## src/rtl/vram_pkg.sv

```systemverilog
// Shared definitions for the VRAM arbiter: the owner-tag bit positions,
// the arbitration state encoding and the wait-counter width helper.
package vram_pkg;

    localparam int OWN_VID = 0;
    localparam int OWN_CPU = 1;

    typedef enum logic {
        VPRIO  = 1'b0,
        CFORCE = 1'b1
    } state_t;

    // Holds 0..max; at least one bit so that max = 0 still gives a legal vector.
    function automatic int ctr_width(input int max);
        return (max < 2) ? 1 : $clog2(max + 1);
    endfunction

endpackage

```

## src/rtl/vram_starve_ctr.sv

```systemverilog
// Counts consecutive cycles of an unserved CPU request, saturating at MAX.
// at_max flags the edge at which the count reaches MAX.
module vram_starve_ctr #(
    parameter int W   = 4,
    parameter int MAX = 15
) (
    input  logic clk,
    input  logic reset,
    input  logic waiting,
    input  logic served,
    output logic at_max
);

    logic [W-1:0] cnt;
    logic [W-1:0] cnt_nxt;

    // A grant or a withdrawn request both restart the wait.
    always_comb begin
        if (served || !waiting) begin
            cnt_nxt = '0;
        end else if (cnt == W'(MAX)) begin
            cnt_nxt = cnt;
        end else begin
            cnt_nxt = cnt + 1'b1;
        end
    end

    // Looking at the next value lets the forced slot land on the cycle right
    // after MAX unserved cycles instead of one cycle later.
    assign at_max = waiting && !served && (cnt_nxt == W'(MAX));

    // NOTE: registers use non-blocking assignments so every flop samples the
    // pre-edge values regardless of block evaluation order.
    always_ff @(posedge clk) begin
        if (reset) begin
            cnt <= '0;
        end else begin
            cnt <= cnt_nxt;
        end
    end

endmodule

```

## src/rtl/vram_arbiter.sv

```systemverilog
// Two-requester arbiter for a single-port VRAM: video has fixed priority,
// a starvation guard forces a CPU slot, and read data returns one cycle after grant.
module vram_arbiter
    import vram_pkg::*;
#(
    parameter int A        = 10,
    parameter int D        = 8,
    parameter int MAX_WAIT = 15
) (
    input  logic         clk,
    input  logic         reset,
    input  logic         vid_req,
    input  logic [A-1:0] vid_addr,
    output logic         vid_gnt,
    output logic         vid_rvalid,
    output logic [D-1:0] vid_rdata,
    input  logic         cpu_req,
    input  logic         cpu_we,
    input  logic [A-1:0] cpu_addr,
    input  logic [D-1:0] cpu_wdata,
    output logic         cpu_gnt,
    output logic         cpu_rvalid,
    output logic [D-1:0] cpu_rdata,
    output logic [A-1:0] ram_addr,
    output logic [D-1:0] ram_din,
    output logic         ram_we,
    input  logic [D-1:0] ram_dout
);

    localparam int CW = ctr_width(MAX_WAIT);

    state_t     state;
    logic [1:0] owner_q;
    logic       at_max;

    // NOTE: every output of an always_comb gets a default first, so no path
    // through the block can leave it unassigned and infer a latch.
    always_comb begin
        vid_gnt = 1'b0;
        cpu_gnt = 1'b0;
        if (!reset) begin
            case (state)
                CFORCE: begin
                    cpu_gnt = cpu_req;
                    vid_gnt = vid_req & ~cpu_req;
                end
                default: begin
                    vid_gnt = vid_req;
                    cpu_gnt = cpu_req & ~vid_req;
                end
            endcase
        end
    end

    assign ram_addr = cpu_gnt ? cpu_addr  : vid_addr;
    assign ram_din  = cpu_gnt ? cpu_wdata : '0;
    assign ram_we   = cpu_gnt & cpu_we;

    vram_starve_ctr #(
        .W   (CW),
        .MAX (MAX_WAIT)
    ) u_ctr (
        .clk     (clk),
        .reset   (reset),
        .waiting (cpu_req & ~cpu_gnt),
        .served  (cpu_gnt),
        .at_max  (at_max)
    );

    // The forced CPU slot lasts one cycle whether or not the CPU still wants it.
    always_ff @(posedge clk) begin
        if (reset) begin
            state   <= VPRIO;
            owner_q <= '0;
        end else begin
            case (state)
                VPRIO: begin
                    if (MAX_WAIT != 0 && cpu_req && at_max) begin
                        state <= CFORCE;
                    end
                end
                default: state <= VPRIO;
            endcase
            owner_q[OWN_VID] <= vid_gnt;
            owner_q[OWN_CPU] <= cpu_gnt & ~cpu_we;
        end
    end

    assign vid_rvalid = owner_q[OWN_VID];
    assign cpu_rvalid = owner_q[OWN_CPU];
    assign vid_rdata  = ram_dout;
    assign cpu_rdata  = ram_dout;

endmodule

```

## config.mk

```make
export PLATFORM = sky130hd
export DESIGN_NAME = vram_arbiter
export DESIGN_NICKNAME = d
export VERILOG_FILES = /design/src/rtl/vram_pkg.sv /design/src/rtl/vram_starve_ctr.sv /design/src/rtl/vram_arbiter.sv
export SDC_FILE = /design/constraint.sdc
export NUM_CORES = 1
export LEC_CHECK = 0
export ABC_AREA = 1
export BUFFER_PORTS_ARGS = -buffer_cell sky130_fd_sc_hd__buf_4
export CORE_MARGIN = 2
export CORE_UTILIZATION = 33
export CTS_BUF_LIST = sky130_fd_sc_hd__clkbuf_16
export DETAILED_ROUTE_END_ITERATION = 16
export GPL_ROUTABILITY_DRIVEN = 0
export PLACE_DENSITY = 0.85
export SETUP_SLACK_MARGIN = 0.3
export SLEW_MARGIN = 0
export SYNTH_ARGS = -nofsm -noshare
export SYNTH_HDL_FRONTEND = slang
export SYNTH_SLANG_ARGS = --single-unit
```

## constraint.sdc

```tcl
create_clock -name clk -period 1.75 [get_ports clk]
set_clock_uncertainty 0.2 [all_clocks]
set_input_delay 0.35 -clock clk [delete_from_list [all_inputs] [get_ports clk]]
set_output_delay 0.35 -clock clk [all_outputs]
set_load 0.03 [all_outputs]
```

==> metrics <==
Root Buffer clkbuf_16; gr busiest metal met2; Buf+Inv Stages, Crit Path 4; worst r2r src u_ctr.cnt[0]$_SDFF_PP0_; antenna viol nets, final 0; final cycle utilization of the critical path 99.91%; leakage 0.7880 nW; Core Util, Final 75.77%; hold worst-path end owner_q[1]$_SDFF_PP0_; Hold Path Stages 2; met3 Use GR 6.061%; number of distinct library cells after synthesis 17; fraction of synthesized area in multiplexers 0%; synthesized flop and latch total 7; R2R depth 7; final instance area 1486 µm²; Psw 242.4 µW; Synth Net Count 162; post-synthesis cell count 120; WP data required 1200 ps; min-delay src cpu_we; Sw Ratio 28.69%; Min Clock Period, post-route 1748 ps; overall global routing resource usage 20.01%; # IOs 80; largest net degree at the start of global routing 11; Mean Syn Cell Area 5.756 µm²; HPWL Detailed 1832 µm; vias per cell 4.561; sequential-to-total area share from yosys stat 20.29%; Comb pwr share 35.1%; die area 2475 µm²; Core ar. 1962 µm²; RSZ-0062 raised after global routing yes; area occupied by multi-input gates 564.3 µm²; final total power 845.1 µW; part of the power in registers 19.7%; Synth Cell Area 690.7 µm²; crit path DAT 1200 ps; relative slew slack 81.88%; Buffers on Ports 55; crit path cell chain inv_2 > nand2_4 > nand2_4 > inv_4 > buf_12 > nand2_4 > nand2_4 > buf_6; # hold bufs at CTS 0; Initial DRC Count 12; reg-to-reg slack, setup 350 ps; Area Growth Syn to Fin 115.2%; Crit path top cell by count nand2_4; number of fill cells 156; CTS buffer count 3; fraction of the mapped netlist area in adder cells 1.812%; layout cell share with drive strength beyond 1 65.09%; gr ovfl total 0; met2 Use GR 40.89%; Worst Tran Pin Value 271.5 ps; chip width 49.75 µm; Yosys Warn Count 0; placed cell area 1266 µm²; Worst Setup Path Type register to output port; outcome finished clean; CTS tree yes; Crit path max-delay family buffers and inverters; wirelength, routed 2424 µm; worst r2r dst state$_SDFF_PP0_; clk_lat worst skew 230 ps; Max FO, Critical Path 6; max_cap viols 0; P_int 602.7 µW; Synth Area in Compound Gates 4.891%; post-DR wirelength/cell 12.37 µm; worst hold slack 83.67 ps; Worst VDD drop 0.4432 mV; Hold/Removal Path Class input port to register; detailed-route via count 894; PwrDens 568.6 nW/µm²; first-pass GRT wire length 3732 µm; Crit-path slowest cell dfxtp_2; Die Y 49.75 µm; Sink Count 7; Max Slew Vio Count 0; nets 212; H-tree depth 1; 1st-pass router iterations 4; number of global-route vias before repair 924; Simple-Gate Fraction of Synth Area 41.67%; Final setup viols 0; worst-case clock buffer depth 2; Fmax achieved 0.5719 GHz; Rows 16; Clk pwr share 45.3%; Startpoint Class register; initial antenna violation count 0; drc violations 0; initial core utilization 35.20%; Crit. End Element output port; FF/Latch Area 141.4 µm²; # diodes 0; max incr delay on CP 310 ps; XOR/XNOR Fraction of Synth Area 0%; met1 Resource Use GR 16.82%; clk slew on worst S/H paths 40 ps; main combinational cell family by area after synthesis simple AND/OR/NAND/NOR gates; Hold Fails Final Rpt 0
==> logic make-up (layout without fill, tap and decap cells) <==
family | Yosys count | after routing
AND/OR/NAND/NOR | 69 | 69
buffers and inverters | 38 | 87
flip-flops | 7 | 7
AO/OA/AOI/OAI | 5 | 5
adder cells (fa/ha/maj) | 1 | 1
==> synth_stat cells <==
library cell	number	area share, %
nand2_1	44	24
buf_4	17	18
inv_1	15	8.2
nor2_1	13	7.1
dfxtp_1	7	20
nand3_1	5	3.6
inv_2	3	1.6
a211oi_1	2	2.2
a21oi_1	2	1.4
buf_2	2	1.4
nand2_2	2	1.8
nand4_1	2	1.8
nor2_2	2	1.8
a21oi_2	1	1.3
buf_6	1	1.6
ha_1	1	1.8
nor2_4	1	1.6
==> placed cells by master, fill, tap and decap left out <==
cell type	instances
buf_4	41
nand2_1	24
buf_6	22
nand2_4	20
inv_1	15
nor2_4	9
dfxtp_1	6
nand3_1	5
nor2_1	4
nor2_2	3
clkbuf_16	3
inv_2	2
nand2_2	2
nand4_1	2
a21oi_1	2
inv_8	1
inv_4	1
a211oi_2	1
a211oi_1	1
a21oi_2	1
ha_4	1
buf_12	1
buf_8	1
dfxtp_2	1
==> stage by stage <==
stage | instances | worst slack (ps) | TNS (ps)
after global routing | 196 | -48.46 | -375.0
after global placement | 190 | 36.05 | 0
after CTS | 195 | -1.573 | -3.086
after floorplan | 120 | 74.26 | 0
final | 196 | 1.592 | 0
after detailed placement | 190 | 20.52 | 0
==> cell type report <==
| cell class | instances | area share [%] |
|---|---|---|
| inverter | 18 | 5.219 |
| multi-input combinational | 75 | 37.96 |
| tap | 27 | 2.273 |
| clock buffer | 3 | 5.050 |
| sequential | 7 | 9.512 |
| timing repair buffer | 65 | 39.73 |
| clock inverter | 1 | 0.2525 |
==> state kept, by name, summed over array words and instances (netlist names) <==
signal and cells:
owner_q 2, state 1, u_ctr.cnt 4
==> power groups by stage <==
| stage | Sequential (mW) | Combinational [mW] | Clock [mW] |
|---|---|---|---|
| 3_5_place_dp | 0.168 | 0.265 | 0 |
| 4_1_cts | 0.166 | 0.293 | 0.388 |
| 3_3_place_gp | 0.168 | 0.259 | 0 |
| 2_1_floorplan | 0.171 | 0.208 | 0 |
| 5_1_grt | 0.167 | 0.312 | 0.400 |
| 6_report | 0.166 | 0.296 | 0.382 |
==> timing repair <==
action / CTS / global route
setup endpoints to repair: 21 / 22
pin swaps: 13 / 6
buffers inserted: 1 / 1
resized for setup: 29 / 4
==> how the worst max path moves through the flow <==
stage | endpoint | cells past startpoint | startpoint
after floorplan | vid_gnt | 2 | vid_req
after global placement | ram_addr[1] | 9 | cpu_req
after detailed placement | ram_addr[7] | 8 | cpu_req
after CTS | ram_addr[2] | 8 | state$_SDFF_PP0_
after global routing | ram_addr[1] | 8 | state$_SDFF_PP0_
final | ram_addr[4] | 8 | state$_SDFF_PP0_
==> per-layer routing <==
| metal | share of wire (%) | vias to the layer above |
|---|---|---|
| met5 | 0 | - |
| met4 | 2.4 | 0 |
| met3 | 6.3 | 9 |
| met2 | 59 | 31 |
| met1 | 33 | 412 |
| li1 | - | 442 |
No activity file was read; power rests on OpenSTA's default activity.
